$ cat src/rtl/time_display_scan_pkg.sv
// Shared definitions for the multiplexed 7-segment time display:
// segment codes (active-low {g,f,e,d,c,b,a}), digit index type and anode helpers.
package time_display_scan_pkg;

    localparam logic [6:0] SEG_0    = 7'b1000000;
    localparam logic [6:0] SEG_1    = 7'b1111001;
    localparam logic [6:0] SEG_2    = 7'b0100100;
    localparam logic [6:0] SEG_3    = 7'b0110000;
    localparam logic [6:0] SEG_4    = 7'b0011001;
    localparam logic [6:0] SEG_5    = 7'b0010010;
    localparam logic [6:0] SEG_6    = 7'b0000010;
    localparam logic [6:0] SEG_7    = 7'b1111000;
    localparam logic [6:0] SEG_8    = 7'b0000000;
    localparam logic [6:0] SEG_9    = 7'b0010000;
    localparam logic [6:0] SEG_DASH = 7'b0111111;
    localparam logic [6:0] SEG_OFF  = 7'b1111111;

    localparam logic [3:0] ANODE_OFF = 4'b1111;

    // Slot 0 = right field ones ... slot 3 = left field tens.
    typedef logic [1:0] digit_idx_t;

    // One binary time field split into display digits.
    typedef struct packed {
        logic       dash;
        logic [3:0] tens;
        logic [3:0] ones;
    } field_digits_t;

    function automatic logic [3:0] anode_for(input digit_idx_t idx);
        logic [3:0] onehot;
        onehot = 4'b0001 << idx;
        return ~onehot;
    endfunction

endpackage

$ cat src/rtl/time_display_scan_seg7_encoder.sv
// Combinational BCD digit to active-low 7-segment code; a dash request
// overrides the digit, and non-decimal codes render as an unlit digit.
module seg7_encoder
    import time_display_scan_pkg::*;
(
    input  logic [3:0] bcd_i,
    input  logic       dash_i,
    output logic [6:0] seg_o
);

    always_comb begin
        seg_o = SEG_OFF;
        if (dash_i) begin
            seg_o = SEG_DASH;
        end else begin
            case (bcd_i)
                4'd0:    seg_o = SEG_0;
                4'd1:    seg_o = SEG_1;
                4'd2:    seg_o = SEG_2;
                4'd3:    seg_o = SEG_3;
                4'd4:    seg_o = SEG_4;
                4'd5:    seg_o = SEG_5;
                4'd6:    seg_o = SEG_6;
                4'd7:    seg_o = SEG_7;
                4'd8:    seg_o = SEG_8;
                4'd9:    seg_o = SEG_9;
                default: seg_o = SEG_OFF;
            endcase
        end
    end

endmodule

$ cat src/rtl/time_display_scan.sv
// Four-digit common-anode scan driver for two 0-59 time fields, with
// per-field blinking, decimal points and frame-consistent value snapshots.
module time_display_scan
    import time_display_scan_pkg::*;
#(
    parameter int REFRESH_DIV = 100000,
    parameter int BLINK_DIV   = 50000000
)
(
    input  logic       clk,
    input  logic       rst,
    input  logic       en,
    input  logic [5:0] hi_val,
    input  logic [5:0] lo_val,
    input  logic       blink_hi,
    input  logic       blink_lo,
    input  logic [3:0] dp_mask,
    output logic [3:0] anode,
    output logic [6:0] seg,
    output logic       dp
);

    localparam int RW = $clog2(REFRESH_DIV);
    localparam int BW = $clog2(BLINK_DIV);
    localparam logic [RW-1:0] REF_LAST   = RW'(REFRESH_DIV - 1);
    localparam logic [BW-1:0] BLINK_LAST = BW'(BLINK_DIV - 1);

    // Tens by descending compare chain; anything past 59 is shown as dashes.
    function automatic field_digits_t split_field(input logic [5:0] v);
        field_digits_t r;
        logic [5:0]    tens6;
        logic [5:0]    ones6;
        r = '0;
        if (v >= 6'd60) begin
            r.dash = 1'b1;
        end else begin
            if      (v >= 6'd50) tens6 = 6'd5;
            else if (v >= 6'd40) tens6 = 6'd4;
            else if (v >= 6'd30) tens6 = 6'd3;
            else if (v >= 6'd20) tens6 = 6'd2;
            else if (v >= 6'd10) tens6 = 6'd1;
            else                 tens6 = 6'd0;
            ones6  = v - ((tens6 << 3) + (tens6 << 1));
            r.tens = 4'(tens6);
            r.ones = 4'(ones6);
        end
        return r;
    endfunction

    logic [RW-1:0] ref_q, ref_d;
    logic [BW-1:0] blink_cnt_q, blink_cnt_d;
    logic          phase_q, phase_d;
    digit_idx_t    idx_q, idx_d;
    logic          started_q, started_d;
    logic [5:0]    hi_snap_q, hi_snap_d;
    logic [5:0]    lo_snap_q, lo_snap_d;
    logic          upd_q, upd_d;
    logic [3:0]    anode_q, anode_d;
    logic [6:0]    seg_q, seg_d;
    logic          dp_q, dp_d;

    logic          tc;
    field_digits_t hi_dig, lo_dig;
    logic [3:0]    cur_bcd;
    logic          cur_dash;
    logic [6:0]    enc_seg;
    logic          blank_slot;

    always_comb begin
        tc    = (ref_q == REF_LAST);
        ref_d = tc ? '0 : ref_q + 1'b1;
        upd_d = tc;
    end

    // Blink timebase free-runs regardless of which fields are blinking.
    always_comb begin
        blink_cnt_d = blink_cnt_q + 1'b1;
        phase_d     = phase_q;
        if (blink_cnt_q == BLINK_LAST) begin
            blink_cnt_d = '0;
            phase_d     = ~phase_q;
        end
    end

    // First terminal count primes the snapshot without stepping past slot 0.
    always_comb begin
        idx_d     = idx_q;
        started_d = started_q;
        hi_snap_d = hi_snap_q;
        lo_snap_d = lo_snap_q;
        if (tc) begin
            if (!started_q) begin
                started_d = 1'b1;
                hi_snap_d = hi_val;
                lo_snap_d = lo_val;
            end else begin
                idx_d = idx_q + 1'b1;
                if (idx_q == 2'd3) begin
                    hi_snap_d = hi_val;
                    lo_snap_d = lo_val;
                end
            end
        end
    end

    always_comb begin
        hi_dig   = split_field(hi_snap_q);
        lo_dig   = split_field(lo_snap_q);
        cur_bcd  = lo_dig.ones;
        cur_dash = lo_dig.dash;
        case (idx_q)
            2'd0: begin cur_bcd = lo_dig.ones; cur_dash = lo_dig.dash; end
            2'd1: begin cur_bcd = lo_dig.tens; cur_dash = lo_dig.dash; end
            2'd2: begin cur_bcd = hi_dig.ones; cur_dash = hi_dig.dash; end
            default: begin cur_bcd = hi_dig.tens; cur_dash = hi_dig.dash; end
        endcase
    end

    seg7_encoder u_seg7_encoder (
        .bcd_i  (cur_bcd),
        .dash_i (cur_dash),
        .seg_o  (enc_seg)
    );

    // Outputs load only on the cycle after a terminal count so anode and seg
    // always change together; disable blanks at once and holds until then.
    always_comb begin
        blank_slot = phase_q & ((blink_hi & idx_q[1]) | (blink_lo & ~idx_q[1]));
        anode_d    = anode_q;
        seg_d      = seg_q;
        dp_d       = dp_q;
        if (!en) begin
            anode_d = ANODE_OFF;
            seg_d   = SEG_OFF;
            dp_d    = 1'b1;
        end else if (upd_q) begin
            if (blank_slot) begin
                anode_d = ANODE_OFF;
                seg_d   = SEG_OFF;
                dp_d    = 1'b1;
            end else begin
                anode_d = anode_for(idx_q);
                seg_d   = enc_seg;
                dp_d    = ~dp_mask[idx_q];
            end
        end
    end

    always_ff @(posedge clk or negedge rst) begin
        if (!rst) begin
            ref_q       <= '0;
            blink_cnt_q <= '0;
            phase_q     <= 1'b0;
            idx_q       <= '0;
            started_q   <= 1'b0;
            hi_snap_q   <= '0;
            lo_snap_q   <= '0;
            upd_q       <= 1'b0;
            anode_q     <= ANODE_OFF;
            seg_q       <= SEG_OFF;
            dp_q        <= 1'b1;
        end else begin
            ref_q       <= ref_d;
            blink_cnt_q <= blink_cnt_d;
            phase_q     <= phase_d;
            idx_q       <= idx_d;
            started_q   <= started_d;
            hi_snap_q   <= hi_snap_d;
            lo_snap_q   <= lo_snap_d;
            upd_q       <= upd_d;
            anode_q     <= anode_d;
            seg_q       <= seg_d;
            dp_q        <= dp_d;
        end
    end

    assign anode = anode_q;
    assign seg   = seg_q;
    assign dp    = dp_q;

endmodule

$ cat config.mk
export PLATFORM = sky130hd
export DESIGN_NAME = time_display_scan
export DESIGN_NICKNAME = d
export VERILOG_FILES = /design/src/rtl/time_display_scan_pkg.sv /design/src/rtl/time_display_scan_seg7_encoder.sv /design/src/rtl/time_display_scan.sv
export SDC_FILE = /design/constraint.sdc
export NUM_CORES = 1
export LEC_CHECK = 0
export CORE_AREA = 4 4 86 105
export DETAILED_ROUTE_END_ITERATION = 10
export DIE_AREA = 0 0 90 109
export GPL_TIMING_DRIVEN = 1
export PLACE_DENSITY_LB_ADDON = 0.3
export SLEW_MARGIN = 20
export SYNTH_ARGS = -nofsm -noshare
export SYNTH_HDL_FRONTEND = slang
export SYNTH_SLANG_ARGS = --single-unit
$ cat constraint.sdc
create_clock -name clk -period 8 [get_ports clk]
set_clock_uncertainty 0.15 [all_clocks]
set_input_delay 1.2 -clock clk [delete_from_list [all_inputs] [get_ports clk]]
set_output_delay 1.2 -clock clk [all_outputs]
set_load 0.01 [all_outputs]
### After elaboration in Yosys (flattened, before gate mapping)

Memories as Yosys holds them, arrays and structs flattened.
Cells that the tools add are included.

| cells by class | value |
|---|---|
| bitwise operators | 8 |
| $lt $le $gt $ge | 13 |
| add/subtract/negate cells | 7 |
| mux-type cells | 36 |
| shift-type cells | 1 |
| eq/ne operators | 7 |
| reduce and logical (&&, ||, !) cells | 4 |

Operator list:

| operator | count |
|---|---|
| $ge 6x6->1 const B | 6 |
| $mux 7 | 4 |
| $add 26x1->26 const B | 1 |
| $eq 26x26->1 const B | 1 |
| $mux 26 | 1 |
| $ge 6x5->1 const B | 4 |
| $mux 6 | 4 |
| $mux 4 | 5 |
| $add 17x1->17 const B | 1 |
| $eq 17x17->1 const B | 1 |
| $mux 17 | 1 |
| $mux 8 | 2 |
| $ge 6x4->1 const B | 2 |
| $mux 3 | 4 |
| $pmux 4 s3 | 1 |
| $mux 1 | 9 |
| $add 4x4->4 | 2 |
| $mux 2 | 4 |
| $sub 4x4->4 | 2 |
| $eq 2x2->1 const B | 2 |
| $ne 2x1->1 const B | 2 |
| $not 4->4 | 1 |
| $reduce_and 2->1 | 2 |
| $shl 1x2->4 const A | 1 |
| other kinds (9) | 13 |

| word-level totals | value |
|---|---|
| memories kept | 1 |
| word-level logic and storage cells | 88 |
| ROM bits | 112 |
| output and inout bits | 12 |
| bits in registers | 72 |
| bits of input ports | 21 |

Memories:

| name | words | bits a word | read ports | clocked after memory_dff | write ports | line | RTL |
|---|---|---|---|---|---|---|---|
| (name not given) | 16 | 7 | 1 | 0 | 0 | time_display_scan_seg7_encoder.sv:16 | `case (bcd_i)` |

### Logic depth before layout (Yosys ltp)

An unclocked memory read counts as a cell.

| logic depth | value |
|---|---|
| word-level depth | 16 |
| gate-level depth with buffers | 14 |
| gate-level depth less buffers | 13 |

### By module

Synthesis repeated with hierarchy kept, for this count alone.

| unflattened totals | value |
|---|---|
| cells, all modules | 422 |
| area total of the unflattened synthesis | 4244.1 µm² |

Modules (own cells, without submodules):

| module | instances | area an instance (µm²) | seq. area each (µm²) | cells each |
|---|---|---|---|---|
| time_display_scan | 1 | 4007.6 | 1816.7 | 388 |
| seg7_encoder | 1 | 236.5 | 0.0 | 34 |

### Least setup slack after synthesis

OpenSTA, ideal clock, no wires.

| timing path | value |
|---|---|
| path type | reg-to-reg |
| from | register hi_snap_q[1] |
| to | register seg_q[6] (netlist: seg[6]) |
| required time | 7.782 ns |
| cell stages (with the launch flop) | 13 |
| period minus slack after synthesis | 2.999 ns |
| arrival | 2.781 ns |
| setup slack | 5.001 ns |
| library setup time | 0.068 ns |
| buffers on the path | 1 |
| cells stage by stage | dfrtp_1 -> buf_6 -> or4b_1 -> nand3_1 -> o41ai_2 -> ha_1 -> or2_2 -> a2bb2oi_1 -> ha_1 -> nor2_1 -> a21o_1 -> mux2_4 -> a21oi_2 |

| between the ends | value |
|---|---|
| longest elaborated chain between the ends | 16 |
| elaborated cells on any way between the ends | 23 |
| those cells by class | add/sub: 2; order compare: 6; mux: 14; memory: 1 |

RTL lines:

| element | line | RTL |
|---|---|---|
| from (decl) | time_display_scan.sv:55 | `logic [5:0] hi_snap_q, hi_snap_d;` |
| from (signal assigned) | time_display_scan.sv:168 | `hi_snap_q <= hi_snap_d;` |
| $ge 6x4->1 | time_display_scan.sv:41 | `else if (v >= 6'd10) tens6 = 6'd1;` |
| $mux 1 | time_display_scan.sv:41 |  |
| $mux 2 | time_display_scan.sv:40 | `else if (v >= 6'd20) tens6 = 6'd2;` |
| $mux 2 | time_display_scan.sv:39 | `else if (v >= 6'd30) tens6 = 6'd3;` |
| $mux 3 | time_display_scan.sv:38 | `else if (v >= 6'd40) tens6 = 6'd4;` |
| $mux 3 | time_display_scan.sv:37 | `if (v >= 6'd50) tens6 = 6'd5;` |
| $mux 4 | time_display_scan.sv:34 | `if (v >= 6'd60) begin` |
| $add 4x4->4 | time_display_scan.sv:43 | `ones6 = v - ((tens6 << 3) + (tens6 << 1));` |
| $sub 4x4->4 | time_display_scan.sv:43 |  |
| $mux 8 | time_display_scan.sv:34 |  |
| $pmux 4 s3 | time_display_scan.sv:111 | `case (idx_q)` |
| $mem_v2 16x7 | - |  |
| $mux 7 (*) | time_display_scan_seg7_encoder.sv:13 | `if (dash_i) begin` |
| $mux 7 (*) | time_display_scan.sv:137 | `if (blank_slot) begin` |
| $mux 7 (*) | time_display_scan.sv:136 | `end else if (upd_q) begin` |
| $mux 7 (*) | time_display_scan.sv:132 | `if (!en) begin` |
| to (signal assigned) | time_display_scan.sv:172 | `seg_q <= seg_d;` |
| to (decl) | time_display_scan.sv:59 | `logic [6:0] seg_q, seg_d;` |

Mark *: on every way between the ends. The rest lies on a longest branch, timed or not. The select of a mux whose other input is x is not followed.
A chain may end at the register's enable or synchronous reset.

### Worst setup path in the final report

| timing path | value |
|---|---|
| from | register lo_snap_q[4] |
| to | register seg_q[0] (netlist: seg[0]) |

| between the ends | value |
|---|---|
| longest elaborated chain between the ends | 16 |
| elaborated cells on any way between the ends | 23 |
| those cells by class | add/sub: 2; order compare: 6; mux: 14; memory: 1 |

RTL lines:

| element | line | RTL |
|---|---|---|
| from (decl) | time_display_scan.sv:56 | `logic [5:0] lo_snap_q, lo_snap_d;` |
| from (signal assigned) | time_display_scan.sv:169 | `lo_snap_q <= lo_snap_d;` |
| $ge 6x4->1 | time_display_scan.sv:41 |  |
| $mux 1 | time_display_scan.sv:41 |  |
| $mux 2 | time_display_scan.sv:40 |  |
| $mux 2 | time_display_scan.sv:39 |  |
| $mux 3 | time_display_scan.sv:38 |  |
| $mux 3 | time_display_scan.sv:37 |  |
| $mux 4 | time_display_scan.sv:34 |  |
| $add 4x4->4 | time_display_scan.sv:43 |  |
| $sub 4x4->4 | time_display_scan.sv:43 |  |
| $mux 8 | time_display_scan.sv:34 |  |
| $pmux 4 s3 | time_display_scan.sv:111 |  |
| $mem_v2 16x7 | - |  |
| $mux 7 (*) | time_display_scan_seg7_encoder.sv:13 |  |
| $mux 7 (*) | time_display_scan.sv:137 |  |
| $mux 7 (*) | time_display_scan.sv:136 |  |
| $mux 7 (*) | time_display_scan.sv:132 |  |

Marks and branches as above.

==> flow_metrics.tcl <==
set metrics [dict create \
    status "finished clean" \
    hold_path.class "reg2reg" \
    synth_area_leader_cell "dfrtp_1" \
    postCtsHoldBufs 0 \
    finalHoldViolations 0 \
    cts_tree "done" \
    hpwl_um 5280 \
    p_seq_share_pct 49.8 \
    grt.overflow.total 0 \
    clk_pin_slew_ps 90 \
    worst_pin_slew_ps 902 \
    switching_power_uw 191 \
    cts-root-buf "clkbuf_8" \
    cell_internal_pwr_uw 559 \
    num_vias 2922 \
    dr.pass1.iters 4 \
    yosysWarnings 0 \
    pin_count 33 \
    crit_fanout 12 \
    setup_viol 0 \
    fin_crit_sh_pct 41.9 \
    antenna_found_initial 0 \
    crit_required_ps 8130 \
    grt_pass1_wl_um 13100 \
    fin_ws_ps 4650 \
    die_area_um2 9810 \
    clock_latency_ps 350 \
    area_growth_syn_to_layout_pct 15.4 \
    min_period_ps 3350 \
    clockBufferDepth 2 \
    numPortBuffers 32 \
    slew_headroom_pct 39.9 \
    post-place-ws_ps 4650 \
    gp_congestion 0.846 \
    rsz0062_at_grt "false" \
    placementRows 36 \
    final_cell_mix "60 x dfrtp_1, 49 x nor2_1, 31 x clkdlybuf4s50_1, 27 x xor2_1, 26 x nand2_1" \
    wl_per_cell_um 14.1 \
    grt_max_degree 73 \
    syn-cell-area_um2 3930 \
    drv_cap 0 \
    async_reset_ff_share_pct 100 \
    synth_edf_count 0 \
    fp.dieH_um 109 \
    coreArea_um2 7970 \
    yosys-top-cells-area "dfrtp_1 38%, dfstp_2 8.0%, xor2_1 6.0%" \
    drive_above_1_share_pct 13.4 \
    cts_setup_buffers 0 \
    fin_util_pct 56.9 \
    ys_types 54 \
    ant_nets 0 \
    p_per_area_nw_per_um2 165 \
    num-nets-final 465 \
    synth_top_area_share_pct 38.2 \
    viasPerCell 5.54 \
    syn-mean-instance-area_um2 10.0 \
    met2WireLength_um 3880 \
    drt_iter0_drc 166 \
    htreeDepth 3 \
    p_leak_nw 1.96 \
    crit_path_end_kind "register" \
    p_sw_share_pct 25.5 \
    setup-tns-final_ps 0 \
    drcViolationCount 0 \
    start_kind "register" \
    cts_buffers 9 \
    route.met3.wl_um 226 \
    die_width_um 90 \
    cts_sinks 72 \
    synth-seq-area-share_pct 46.2 \
    grt_usage_pct 16.3 \
    combPwrFrac_pct 10.4 \
    start_util_pct 49.3 \
    clockPowerShare_pct 39.8 \
    drv_slew 0 \
    synth_fp_nets 431 \
    fmax_mhz 298 \
    crit_type "reg2reg" \
    finalWirelength_um 7440 \
    cts_resized 0 \
    postSynthCellCount 393 \
    ys.flop_type "dfrtp_1" \
    top_layer_used "met4" \
    n_antenna_cell 0 \
    peakVddDrop_uv 75.4 \
    drt-met1-wl_um 3190 \
    ys_seq_elements 72 \
    cp.arrival_ps 3490 \
    grt_pass1_vias 2969 \
    layout_commonest_cell "dfrtp_1" \
]
-- worst max-delay path, cell delays in order (launching register included) --
cell	delay, ps
dfrtp_1	540
nor2b_1	300
o21ai_0	120
a21oi_1	240
a21oi_1	80
ha_1	220
xnor2_1	120
nand3_1	80
a21oi_1	70
nor3_1	580
nor2b_1	310
nand2_1	150
a21oi_1	230
nor3_1	90
-- path summary, 6_finish.rpt --
path / endpoint / cells past startpoint / slack [ps] / start
setup / recovery: seg[0] / 13 / 4650 / lo_snap_q[4]
max in group asynchronous: lo_snap_q[5] / 2 / 6200 / rst
min in group asynchronous: blink_cnt_q[4] / 2 / 900 / rst
hold / removal: blink_cnt_q[4] / 1 / 320 / blink_cnt_q[4]
setup reg to reg: seg[0] / 13 / 4650 / lo_snap_q[4]
hold reg to reg: blink_cnt_q[4] / 1 / 320 / blink_cnt_q[4]
-- routing by layer --
layer | up-vias | GRT usage (%)
met4 | 0 | 7.77
met1 | 1428 | 19.3
li1 | 1435 | -
met3 | 10 | 2.76
met5 | - | 0
met2 | 49 | 29.2
-- logic make-up after synthesis --
logic type               after synthesis  synth area share (%)
AO/OA/AOI/OAI                         58                  9.99
AND/OR/NAND/NOR                      154                  19.5
adder cells (fa/ha/maj)               17                  5.41
flip-flops                            72                  46.2
buffers and inverters                 27                  2.96
multiplexers                          18                  5.47
XOR/XNOR                              47                  10.5
-- Yosys cell counts, types with 3 or more instances --
cell type	number
clkbuf_1	5
o21ai_0	12
xor2_1	27
a21oi_1	21
nor3_1	8
dfstp_2	12
nand2b_1	6
nand3_1	18
inv_1	15
nand4_1	17
or3_1	3
dfrtp_1	60
or2_2	3
xnor2_1	20
nor2b_1	10
nand2_1	26
buf_2	6
and2_1	3
ha_1	17
mux2_2	14
nor2_1	49
-- registers in the layout, summed over array words and instances (netlist names) --
signal / flops
blink_cnt_q: 26
ref_q: 17
seg: 7
hi_snap_q: 6
lo_snap_q: 6
anode: 4
idx_q: 2
dp: 1
phase_q: 1
started_q: 1
upd_q: 1
-- stage by stage --
stage	instances	area, um2	hold slack [ps]	power, mW
finish	527	4540	321	0.750
global route	527	4540	331	0.778
CTS	527	4530	324	0.757
detailed placement	511	4330	308	0.459
global placement	511	4330	306	0.457
floorplan	393	3930	288	0.433
-- final cells by class --
cell class	count	area (um2)
Clock inverter	6	65.1
Multi-Input combinational cell	294	2000
Inverter	15	56.3
Fill cell	710	3440
Clock buffer	10	138
Sequential cell	72	1820
Tap cell	95	119
Timing Repair Buffer	35	338
-- power groups by stage --
stage	Combinational (mW)	Sequential (mW)	Clock (mW)
floorplan	0.0566	0.376	0
global placement	0.0767	0.380	0
detailed placement	0.0785	0.381	0
CTS	0.0791	0.374	0.304
global route	0.0868	0.375	0.316
finish	0.0782	0.374	0.298
(Power assumes the default switching activity.)
